$ cat src/rtl/sma_window.sv
// Running-sum moving average over the last 2^LOG2_DEPTH signed samples.
// One-cycle latency; unwritten slots since reset/clr count as zero.
module sma_window #(
  parameter int DATA_W     = 16,
  parameter int LOG2_DEPTH = 2,
  parameter int ROUND      = 0
) (
  input  logic                                clk,
  input  logic                                rst,
  input  logic                                clr,
  input  logic                                in_valid,
  input  logic signed [DATA_W-1:0]            x,
  output logic                                out_valid,
  output logic signed [DATA_W-1:0]            y,
  output logic signed [DATA_W+LOG2_DEPTH-1:0] y_sum,
  output logic                                full
);

  localparam int DEPTH = 1 << LOG2_DEPTH;
  localparam int ACC_W = DATA_W + LOG2_DEPTH;
  localparam int RI    = (ROUND != 0) ? (1 << (LOG2_DEPTH - 1)) : 0;

  localparam logic [LOG2_DEPTH:0] CMAX = (LOG2_DEPTH + 1)'(DEPTH);
  localparam logic [ACC_W:0]      RV   = (ACC_W + 1)'(RI);

  logic signed [DATA_W-1:0] hist [DEPTH];
  logic [LOG2_DEPTH-1:0]    wr_ptr;
  logic [LOG2_DEPTH:0]      cnt;
  logic [LOG2_DEPTH:0]      cnt_n;
  logic signed [ACC_W-1:0]  acc;
  logic signed [ACC_W-1:0]  acc_n;
  logic signed [DATA_W-1:0] oldest;
  logic signed [ACC_W:0]    rs;
  logic signed [ACC_W:0]    sh;
  logic signed [DATA_W-1:0] avg;

  always_comb begin
    oldest = (cnt == CMAX) ? hist[wr_ptr] : '0;
    acc_n  = acc
           + {{LOG2_DEPTH{x[DATA_W-1]}}, x}
           - {{LOG2_DEPTH{oldest[DATA_W-1]}}, oldest};
    rs     = {acc_n[ACC_W-1], acc_n} + RV;
    sh     = rs >>> LOG2_DEPTH;
    avg    = sh[DATA_W-1:0];
    // Rounding can only push a positive result past the top of range
    if (!sh[ACC_W] && (|sh[ACC_W-1:DATA_W-1]))
      avg = {1'b0, {(DATA_W-1){1'b1}}};
    cnt_n  = (cnt == CMAX) ? cnt : cnt + 1'b1;
  end

  always_ff @(posedge clk or negedge rst) begin
    if (!rst) begin
      acc       <= '0;
      cnt       <= '0;
      wr_ptr    <= '0;
      y         <= '0;
      y_sum     <= '0;
      out_valid <= 1'b0;
      full      <= 1'b0;
    end else if (clr) begin
      acc       <= '0;
      cnt       <= '0;
      wr_ptr    <= '0;
      y         <= '0;
      y_sum     <= '0;
      out_valid <= 1'b0;
      full      <= 1'b0;
    end else if (in_valid) begin
      acc       <= acc_n;
      cnt       <= cnt_n;
      wr_ptr    <= wr_ptr + 1'b1;
      y         <= avg;
      y_sum     <= acc_n;
      out_valid <= 1'b1;
      full      <= (cnt_n == CMAX);
    end else begin
      out_valid <= 1'b0;
    end
  end

  // History is never cleared; cnt masks stale slots
  always_ff @(posedge clk) begin
    if (in_valid && !clr)
      hist[wr_ptr] <= x;
  end

endmodule

$ cat config.mk
export PLATFORM = sky130hd
export DESIGN_NAME = sma_window
export DESIGN_NICKNAME = d
export VERILOG_FILES = /design/src/rtl/sma_window.sv
export SDC_FILE = /design/constraint.sdc
export NUM_CORES = 1
export LEC_CHECK = 0
export ABC_AREA = 1
export CELL_PAD_IN_SITES_DETAIL_PLACEMENT = 2
export CELL_PAD_IN_SITES_GLOBAL_PLACEMENT = 2
export CORE_AREA = 8 8 141 143
export CTS_CLUSTER_DIAMETER = 200
export DETAILED_ROUTE_END_ITERATION = 8
export DIE_AREA = 0 0 149 151
export PLACE_DENSITY = 0.69
export REMOVE_ABC_BUFFERS = 1
export SKIP_LAST_GASP = 1
export SLEW_MARGIN = 20
export SYNTH_ARGS = -nofsm -noshare
export SYNTH_HDL_FRONTEND = slang
export SYNTH_SLANG_ARGS = --single-unit
$ cat constraint.sdc
create_clock -name clk -period 3.25 [get_ports clk]
set_input_delay 0.4875 -clock clk [delete_from_list [all_inputs] [get_ports clk]]
set_output_delay 0.4875 -clock clk [all_outputs]
set_load 0.005 [all_outputs]
==> results of run 1 <==
-- through the flow --
| stage | hold slack, ns | power (mW) | utilization (%) |
|---|---|---|---|
| floorplan | 0.192 | 2.51 | - |
| global placement | 0.496 | 3.23 | 34.0 |
| detailed placement | 0.523 | 3.30 | 34.0 |
| CTS | 0.544 | 4.48 | 35.8 |
| global route | 0.557 | 4.75 | 36.0 |
| finish | 0.529 | 4.41 | 36.0 |
-- cells by family (layout without fill, tap and decap cells) --
group / count (synthesis) / count (layout) / share of synthesized area (%)
fa+ha+maj: 42 / 42 / 12.6
flops: 89 / 89 / 49.1
simple gates: 227 / 227 / 18.1
xor+xnor: 3 / 3 / 0.506
buf+inv: 128 / 186 / 10.7
compound gates: 91 / 91 / 9.06
-- per-layer routing --
layer / global-route usage (%) / routed length [um] / vias up
li1: - / - / 1945
met1: 18.7 / 7450 / 2078
met2: 26.3 / 7940 / 41
met3: 2.36 / 362 / 12
met4: 5.81 / 247 / 0
met5: 0 / 0 / -
-- worst min path at each step --
stage          start     end  slack, ns  cells past startpoint
4_1_cts          rst    y[1]       0.54                      2
2_1_floorplan    rst  cnt[0]       0.19                      0
6_report         rst    y[1]       0.53                      2
5_1_grt          rst    y[2]       0.56                      2
3_3_place_gp    full    full       0.50                      2
3_5_place_dp    full    full       0.52                      2
-- registers in the layout (all words and copies together) (netlist names) --
register   cells
hist          64
y             16
cnt            3
wr_ptr         2
y_sum          2
full           1
out_valid      1
-- placed cells by master, fill, tap and decap left out, types with 2 or more instances in the layout --
master / count
inv_1: 96
nor2_1: 96
nand2_1: 96
edfxtp_1: 64
clkdlybuf4s50_1: 55
o21ai_0: 49
a21oi_1: 28
dfrtp_1: 25
ha_1: 24
fa_1: 17
nand3_1: 16
buf_4: 13
clkbuf_16: 9
o22ai_1: 7
nand3b_1: 6
nand2_2: 5
a21oi_2: 4
xor2_1: 3
buf_12: 3
inv_6: 2
o21ai_1: 2
nor2_4: 2
nand3_2: 2
nor3_1: 2
bufinv_16: 2
-- power breakdown --
group	switching, mW	internal (mW)
Combinational	1.10	0.759
Sequential	0.0919	1.32
Clock	0.451	0.694
Total	1.64	2.77
-- final cells by class --
class,count,area share (%)
clock buffer,11,3.82
tap,229,4.51
clock inverter,5,1.22
multi-input combinational,363,33.1
sequential,89,40.1
timing repair buffer,72,11.4
inverter,98,5.87
==> metrics.txt, run 1 <==
Port Buffers 55; share of cells above drive strength 1 7.52%; Via-to-Cell Ratio 4.70; worst reg2reg startpoint cnt[0]; Syn Std Cell Area 5190 um2; CP Capture Point y[12]; Max Cap Viol 0; CP Launch Type flop; crit-path max FO 17; Crit path depth 16; cell taking the most area after synthesis edfxtp_1; synth top area cells edfxtp_1 (37%), dfrtp_1 (12%), nand2_1 (7.1%); Critical Path AT 3.23 ns; delay-heaviest family, CP adder cells; htree depth 3; DP HPWL 12.0 mm; largest net degree at the start of global routing 35; CTS tree built; final WL 16.0 mm; vias in the first global route 4651; Crit path buffers/inverters 4; Required @ worst endpoint 3.49 ns; Die W 149 um; critical-path cell list inv_1, ha_1, nand2_1, buf_12, a21oi_1, fa_1, inv_1, ha_1, nand2_1, inv_1, a21oi_1, nor2_1, nor2_1, nand3b_1, nand3_1, nand2_1; slowest CP cell fa_1; antenna-violating nets left 0; core area 17700 um2; Peak VDD IR 0.000256 V; post-synthesis sequential area ratio 49.1%; fmax 0.334 GHz; Setup Buffers After CTS 0; CTS Hold Bufs 0; r2r worst-path depth 16; DRC errors left 0; Post-Layout Cell Count 867; Final min period 2.99 ns; TNS Setup 0 ns; GPL Wtd Cong 0.782; count of state elements after synthesis 89; post-route cell area 6360 um2; unrepaired setup endpoints after global routing no; Synth Instances 580; Cell variety after synth 27; setup violators final 0; cell row count 49; placed cell area 6000 um2; First-pass DRT Iterations 4; first-pass GRT wire length 25.8 mm; R2R Path End y[12]; share of synthesized registers carrying an async set or reset 28.1%; pwr/cell area 694 nW/um2; crit end category flop; Syn Area/Cell 8.95 um2; Sink Count 89; Initial Utilization 29.4%; Num CTS Buffers 9; status finished clean; most numerous cell in the Yosys netlist nand2_1; clock root cell clkbuf_16; DR vias 4076; GR Util All Layers 15.2%; Hold Crit Class in2async; Syn-to-layout area delta 22.5%; antenna cells 0; clock latency on the worst-skew pair 0.35 ns; slew margin rel. 39.5%; DP Cell Count 851; R2R setup slack 0.26 ns; Worst Slack Setup Final 0.256 ns; Final Skew 0.00501 ns; clk buf depth 2; register area 2550 um2; Total Die Area 22500 um2; Final Hold Viols 0; nets@finish 695; number of synthesized flops with an enable pin 64; max-slew violation count 0; DP Worst Slack 0.0464 ns; number of fillers in the final layout 1989; area of the multi-input gates 2110 um2; static leakage 2.72 nW; worst setup path startpoint cnt[0]; synth cell count leaders nand2_1 (98), inv_1 (96), nor2_1 (96); CP max stage delay 0.45 ns; final period utilization 92.1%; Crit Path Category reg2reg; CTS resizes 0; GRT overflow 0; top-area cell type share of the netlist area 37.0%; ys flop type edfxtp_1; Initial DRC Count 102; IO Count 56; clock slew at reported path FFs 0.06 ns; YS warnings 0; Worst-Margin Slew 0.905 ns; initial antenna violation count 0; Die Y 151 um; routed length per placed instance 18.5 um
No activity file was read; power rests on OpenSTA's default activity.
==> run 2, diff against run 1 <==
--- a/config.mk
+++ b/config.mk
@@ -8,10 +8,10 @@
 export ABC_AREA = 1
 export CELL_PAD_IN_SITES_DETAIL_PLACEMENT = 2
 export CELL_PAD_IN_SITES_GLOBAL_PLACEMENT = 2
-export CORE_AREA = 8 8 141 143
+export CORE_AREA = 8 8 135 149
 export CTS_CLUSTER_DIAMETER = 200
 export DETAILED_ROUTE_END_ITERATION = 8
-export DIE_AREA = 0 0 149 151
+export DIE_AREA = 0 0 143 157
 export PLACE_DENSITY = 0.69
 export REMOVE_ABC_BUFFERS = 1
 export SKIP_LAST_GASP = 1
@@ -19,3 +19,4 @@
 export SYNTH_ARGS = -nofsm -noshare
 export SYNTH_HDL_FRONTEND = slang
 export SYNTH_SLANG_ARGS = --single-unit
+export TNS_END_PERCENT = 30
==> metrics.txt, run 2 (synthesis gave the netlist of run 1 again) <==
status finished clean; htree depth 3; placed cell area 5990 um2; IO Count 56; core area 17500 um2; Syn-to-layout area delta 22.0%; CTS tree built; First-pass DRT Iterations 4; Final min period 2.99 ns; Via-to-Cell Ratio 4.66; GR Util All Layers 15.5%; Final Skew 0.00771 ns; Critical Path AT 3.24 ns; final WL 16.0 mm; CP Launch Type flop; top flop regs hist x64, y x16, cnt x3; worst setup path startpoint cnt[0]; antenna cells 0; Max Cap Viol 0; worst reg2reg startpoint cnt[0]; R2R Path End y[14]; hold slack 0.514 ns; Crit Path Category reg2reg; Net Sw Frac 37.4%; crit end category flop; Pint 2.75 mW; share of cells above drive strength 1 7.34%; Initial Utilization 29.6%; number of flip-flops in the largest register 64; commonest non-fill, non-tap cell in the layout nand2_1; r2r worst-path depth 17; DP HPWL 11.7 mm; Top reg by flops hist; post-route cell area 6330 um2; DRC errors left 0; largest net degree at the start of global routing 26; Switch Pwr 1.64 mW; Worst Hold Path Cells 2; static leakage 2.72 nW; Die W 143 um; nets@finish 697; clock slew at reported path FFs 0.07 ns; max-slew violation count 0; clock latency on the worst-skew pair 0.36 ns; cell row count 51; pwr/cell area 694 nW/um2; first-pass GRT wire length 26.2 mm; clock root cell clkbuf_16; Comb power frac 41.7%; vias in the first global route 4800; unrepaired setup endpoints after global routing yes; initial antenna violation count 0; DR vias 4093; hold-critical path endpoint full; CTS Hold Bufs 0; Die Y 157 um; crit-path max FO 10; Num CTS Buffers 9; Port Buffers 55; antenna-violating nets left 0; Seq pwr share 31.9%; GPL Wtd Cong 0.768; fmax 0.335 GHz; HP Start full; GRT overflow 0; Final Hold Viols 0; Hold Crit Class reg2reg; Peak VDD IR 0.000271 V; Sink Count 89; final period utilization 91.9%; clk buf depth 2; Initial DRC Count 118; most frequent cells in the layout nand2_1 (98), inv_1 (96), nor2_1 (96), edfxtp_1 (64), clkdlybuf4s50_1 (55); Required @ worst endpoint 3.50 ns; slew margin rel. 41.5%; Total Die Area 22500 um2; Clk pwr share 26.4%; R2R setup slack 0.26 ns; TNS Setup 0 ns; setup violators final 0; Worst-Margin Slew 0.874 ns; routed length per placed instance 18.2 um
-- run 2: changes by cell type in the layout (fill, tap and decap cells not counted), moves of 2 or more --
cell / before / now
buf_4: 13 / 18
buf_12: 3 / 0
a21oi_1: 28 / 30
a21oi_2: 4 / 2
clkinv_4: 0 / 2
nand2_1: 96 / 98
nand2_2: 5 / 3
-- run 2: area by class of cell --
type,instances,area (um2)
multi-input combinational,363,2090
sequential,89,2550
inverter,98,370
fill,1948,11200
clock inverter,7,103
tap,238,298
clock buffer,9,225
timing repair buffer,74,697
-- run 2: worst max path at each step --
| stage | to | slack, ns | cells past startpoint |
|---|---|---|---|
| finish | y[14] | 0.26 | 17 |
| CTS | y[14] | 0.06 | 16 |
| floorplan | y[14] | -0.12 | 14 |
| detailed placement | y[14] | 0.06 | 14 |
| global placement | y[12] | 0.12 | 13 |
| global route | y[13] | -0.02 | 17 |
-- run 2: routing by layer --
| layer | track usage (%) | part of all wire (%) | vias to the layer above |
|---|---|---|---|
| met5 | 0 | 0 | - |
| met4 | 7.14 | 2.1 | 0 |
| met3 | 2.15 | 2.4 | 17 |
| met2 | 27.6 | 51 | 53 |
| met1 | 18.2 | 44 | 2080 |
| li1 | - | - | 1943 |
-- run 2: stage by stage --
step	cells	power (mW)	setup slack, ns	utilization [%]
after floorplan	550	2.51	-0.124	-
after global placement	862	3.23	0.123	34.2
after detailed placement	862	3.29	0.0554	34.2
after CTS	878	4.48	0.0642	36.0
after global routing	878	4.75	-0.0215	36.1
final	878	4.39	0.264	36.1
-- run 2: repair_timing --
item / 4_1_cts / 5_1_grt
resized for setup: 0 / 4
buffers inserted: 0 / 0
endpoints found under the setup margin: 0 / 10
-- run 2: worst max-delay path: stages (launching register included) --
cell and delay (ns):
dfrtp_1 0.35, inv_1 0.08, ha_1 0.21, nand2_1 0.11
buf_4 0.22, a21oi_1 0.09, fa_1 0.50, inv_1 0.05
ha_1 0.37, nand2_1 0.16, nor2_1 0.13, nand2_1 0.06
nand2_1 0.16, nand2_1 0.13, nand2_1 0.09, nand2_1 0.05
nand3_1 0.07, nand2_1 0.05
-- run 2: power by group through the flow --
stage | clock (mW) | sequential [mW] | combinational, mW
2_1_floorplan | 0 | 1.43 | 1.08
3_3_place_gp | 0 | 1.42 | 1.80
3_5_place_dp | 0 | 1.43 | 1.86
4_1_cts | 1.20 | 1.41 | 1.88
5_1_grt | 1.23 | 1.42 | 2.09
6_report | 1.16 | 1.40 | 1.83
==> patch 1: new RTL, settings of run 1 <==
Make the reset (`rst`) synchronous in one clocked block.
--- a/src/rtl/sma_window.sv
+++ b/src/rtl/sma_window.sv
@@ -48,7 +48,7 @@
     cnt_n  = (cnt == CMAX) ? cnt : cnt + 1'b1;
   end
 
-  always_ff @(posedge clk or negedge rst) begin
+  always_ff @(posedge clk) begin
     if (!rst) begin
       acc       <= '0;
       cnt       <= '0;
Behaviour: differs if rst is asserted again (counterexample within 4 cycles, from zero or initial values and one cycle with rst low); with rst held inactive, the same outputs for 4 cycles.
==> patch 1 against run 1 <==
Global-route usage shrank 0.38 points. Design area is essentially flat. Wire length shrank 0.23%. Synthesized area grew 0.94%. Setup slack lost 0.049 ns. Sequential cell count grew 2. Maximum frequency shrank 1.6%.
Power is not compared: it rests on default switching activity, and its combinational part moved more than twofold at a synthesized area within 25%.
==> patch 1: results <==
set metrics [dict create \
    synth_cells 604 \
    p_leak_uw 0.00274 \
    nets 722 \
    clk_share 0.0421 \
    max_slew_margin 0.614 \
    drive_gt1_frac 0.0812 \
    path_clk_slew_ns 0.07 \
    antenna_cells 0 \
    htreeDepth 3 \
    grt_pass1_vias 4638 \
    grt_pass1_wl_um 25500 \
    place_congestion 0.813 \
    fillers 1996 \
    status "finished, final reports clean" \
    seq_share 0.387 \
    post_drt_wl_per_cell_um 17.9 \
    inverters_excl_clock 121 \
    ctsRootBufferMaster "clkbuf_16" \
    skew_ns 0.00799 \
    yosysUniqueCellTypes 29 \
    multi_input_cells 360 \
    placed_area_sq_mm 0.00607 \
    buffers 77 \
    clock_buffers 10 \
    clock_sinks 91 \
    finalWirelength_um 16000 \
    cp_max_fo 17 \
    io_buffers 55 \
    synth_xor_area_frac 0.0184 \
    final-nonclk-buf-share 0.117 \
    multi_input_area_sq_mm 0.00215 \
    synthMuxAreaShare 0 \
    arrival_ns 3.30 \
    drt_iter0_markers 173 \
    async_flop_share 0 \
    post-cts-setup-buffers 0 \
    ys_top_cells_by_area "edfxtp_1 (37%), dfxtp_1 (10%), inv_1 (8.6%), nor2_1 (6.7%), fa_1 (6.5%)" \
    grt_max_degree 34 \
    dp_slack_ns -0.0107 \
    ys_seq_area_frac 0.470 \
    synth_common_cells "inv_1 (120), nor2_1 (93), nand2_1 (72), edfxtp_1 (64), o21ai_0 (51)" \
    hp-class "register to register" \
    vias 4128 \
    clockBufferDepth 2 \
    grt_usage 0.148 \
    synth_compound_area_frac 0.105 \
    dp_hpwl_um 12500 \
    synthAdderAreaFrac 0.125 \
    dp.cells 878 \
]
## patch 1: cell types whose count changed in the layout (fill, tap and decap cells not counted), moves of 5 or more
| cell | change |
|---|---|
| dfxtp_1 | +27 |
| o22ai_1 | -6 |
| buf_4 | +6 |
| inv_1 | +23 |
| xor2_1 | +5 |
| a21oi_1 | +15 |
| nand2_1 | -24 |
| dfrtp_1 | -25 |
## patch 1: repair_timing
action,in CTS,in global routing
setup endpoints to repair,0,11
hold buffers,0,0
gates resized for setup,0,7
## patch 1: cells by family after synthesis
kind of cell               count (synthesis)
AOI/OAI and AO/OA                        106
xor gates and xnor gates                  11
DFF                                       91
buffers and inverters                    153
and+or+nand+nor                          201
adders and majority gates                 42
## patch 1: critical path, cell delays in order, from the launching register on
cell and delay [ns]:
dfxtp_1 0.33, inv_1 0.08, ha_1 0.17, nand2_1 0.09
buf_12 0.17, a21oi_1 0.29, fa_1 0.52, fa_1 0.48
o21ai_2 0.24, nand2_1 0.10, nand2_2 0.10, nand2_1 0.07
nand3_1 0.07, nand3_1 0.09, nand2_1 0.08, inv_1 0.04
## patch 1: final timing paths
kind | slack [ns] | depth (start not counted) | startpoint | endpoint
setup / recovery | 0.21 | 15 | cnt[0] | y[10]
hold reg to reg | 0.50 | 2 | acc[0] | acc[0]
hold / removal | 0.50 | 2 | acc[0] | acc[0]
setup reg to reg | 0.21 | 15 | cnt[0] | y[10]
## patch 1: metal layers
layer,wire length (um),track usage
met1,7470,0.182
met2,8000,0.263
met3,227,0.0146
met4,258,0.0581
met5,0,0
## patch 1: where the power goes
part / total (uW) / internal (uW) / switching [uW]
Combinational: 681 / 269 / 413
Sequential: 1290 / 1270 / 21.4
Clock: 1000 / 520 / 482
Total: 2980 / 2060 / 916
==> patch 2: new RTL, flow settings as in run 1 <==
Without the edit above. Change the parameter `DATA_W` from 16 to 12.
--- a/src/rtl/sma_window.sv
+++ b/src/rtl/sma_window.sv
@@ -1,7 +1,7 @@
 // Running-sum moving average over the last 2^LOG2_DEPTH signed samples.
 // One-cycle latency; unwritten slots since reset/clr count as zero.
 module sma_window #(
-  parameter int DATA_W     = 16,
+  parameter int DATA_W     = 12,
   parameter int LOG2_DEPTH = 2,
   parameter int ROUND      = 0
 ) (
Interface: changed (resized x, y and y_sum); port bits go from 56 to 44. The function was not compared with the original's and may differ.
==> patch 2 against run 1 <==
Maximum frequency is 2.5% higher. Design area decreased by 21%. Sequential cell count shrank 20. Non-clock buffer count fell by 15. Total power decreased by 25%. Wire length fell by 25%. Setup slack better by 0.072 ns. Synthesized area is 21% lower. Critical endpoint is now y[3].
==> patch 2: results <==
set metrics [dict create \
    routed-wl-met2_um 6860 \
    finalWirelength_um 12100 \
    seqCellArea_sq_mm 0.00197 \
    drt_iter0_markers 70 \
    ys.flop_type "edfxtp_1" \
    yosysUniqueCellTypes 26 \
    pg_comb_uw 1290 \
    switching_share 0.358 \
    grt_max_degree 27 \
    grt_pass1_vias 3714 \
    synth_edf_count 48 \
    slowest_stage "fa_1" \
    hp-class "register to register" \
    final_max_slew_viol_count 0 \
    antenna_cells 0 \
    grt_usage 0.113 \
    wl_met3_um 113 \
    io_buffers 43 \
    clk_share 0.0556 \
    multi_input_cells 283 \
    p_leak_uw 0.00224 \
    ir_worst_vdd_uv 245 \
    arrival_ns 3.11 \
    cts_made_buffers 9 \
    nets 564 \
    m1WireLength_um 4930 \
    p_total_uw 3310 \
    async_flop_share 0.304 \
    critPathTopFamily "adder cells" \
    crit-reg2reg-launch "wr_ptr[1]" \
    path_clk_slew_ns 0.05 \
    skew_ns 0.00829 \
    htreeDepth 3 \
    start_kind "register" \
    top_regs "hist (48), y (12), cnt (3)" \
    clkLatencyLatePin_ns 0.33 \
    ctsRootBufferMaster "clkbuf_16" \
    dp_hpwl_um 9330 \
    drive_gt1_frac 0.0637 \
    clockBufferDepth 2 \
    ys_top_cells_by_area "edfxtp_1 (35%), dfrtp_1 (13%), inv_1 (8.5%), nand2_1 (8.5%), ha_1 (6.4%)" \
    multi_input_area_sq_mm 0.00160 \
    antenna_found_initial 0 \
    ys_ff_latch 69 \
    routed_via_density 4.28 \
    inverters_excl_clock 94 \
    synth_common_cells "inv_1 (92), nand2_1 (92), nor2_1 (68), edfxtp_1 (48), o21ai_0 (34)" \
    dr.max_layer_used "met4" \
    critPathMaxStageDelay_ns 0.50 \
    status "finished, final reports clean" \
    fillers 1997 \
    grt_pass1_wl_um 19800 \
    cp_max_fo 8 \
    pwr-share-clk 0.284 \
    first_pass_iters 3 \
    buffers 57 \
    max_slew_margin 0.609 \
    ys_seq_area_frac 0.482 \
    final-nonclk-buf-share 0.109 \
    place_congestion 0.726 \
]
patch 2: changes by cell type after synthesis, moves of 3 or more:
cell / change
a21oi_1: -12
buf_4: -3
dfrtp_1: -4
edfxtp_1: -16
fa_1: -4
ha_1: -4
inv_1: -4
nand2_1: -6
nand3b_1: -5
nor2_1: -28
o21ai_0: -16
o21ai_1: +3
patch 2: final timing paths:
kind                               end  slack, ns  cells past startpoint
worst max-delay path              y[3]       0.33                     15
worst min-delay path              full       0.49                      2
worst max register to register    y[3]       0.33                     15
worst min register to register    full       0.49                      2
max in group asynchronous         y[6]       2.47                      2
min in group asynchronous       cnt[0]       0.52                      2
patch 2: layer usage:
| layer | global-route usage | vias to the layer above |
|---|---|---|
| li1 | - | 1546 |
| met4 | 0.0358 | 0 |
| met3 | 0.0146 | 12 |
| met5 | 0 | - |
| met1 | 0.122 | 1624 |
| met2 | 0.222 | 13 |
patch 2: worst min-delay path, cell delays in order (launching register included):
cell and delay (ns):
dfrtp_1 0.34, nand2_1 0.05, o21ai_0 0.06
patch 2: kinds of logic after synthesis:
| group | after synthesis | synth area share |
|---|---|---|
| XOR/XNOR | 2 | 0.00430 |
| AND/OR/NAND/NOR | 184 | 0.181 |
| buffers and inverters | 117 | 0.124 |
| flip-flops | 69 | 0.482 |
| adder cells (fa/ha/maj) | 34 | 0.128 |
| AO/OA/AOI/OAI | 63 | 0.0795 |
patch 2: through the flow:
stage | utilization | hold WS [ns] | cell area [sq um] | setup slack [ns] | std cells
floorplan | - | 0.192 | 3920 | 0.301 | 446
global placement | 0.269 | 0.479 | 4760 | 0.297 | 732
detailed placement | 0.269 | 0.477 | 4760 | 0.232 | 732
CTS | 0.285 | 0.492 | 5040 | 0.248 | 747
global route | 0.285 | 0.522 | 5040 | 0.0267 | 747
finish | 0.285 | 0.486 | 5040 | 0.327 | 747
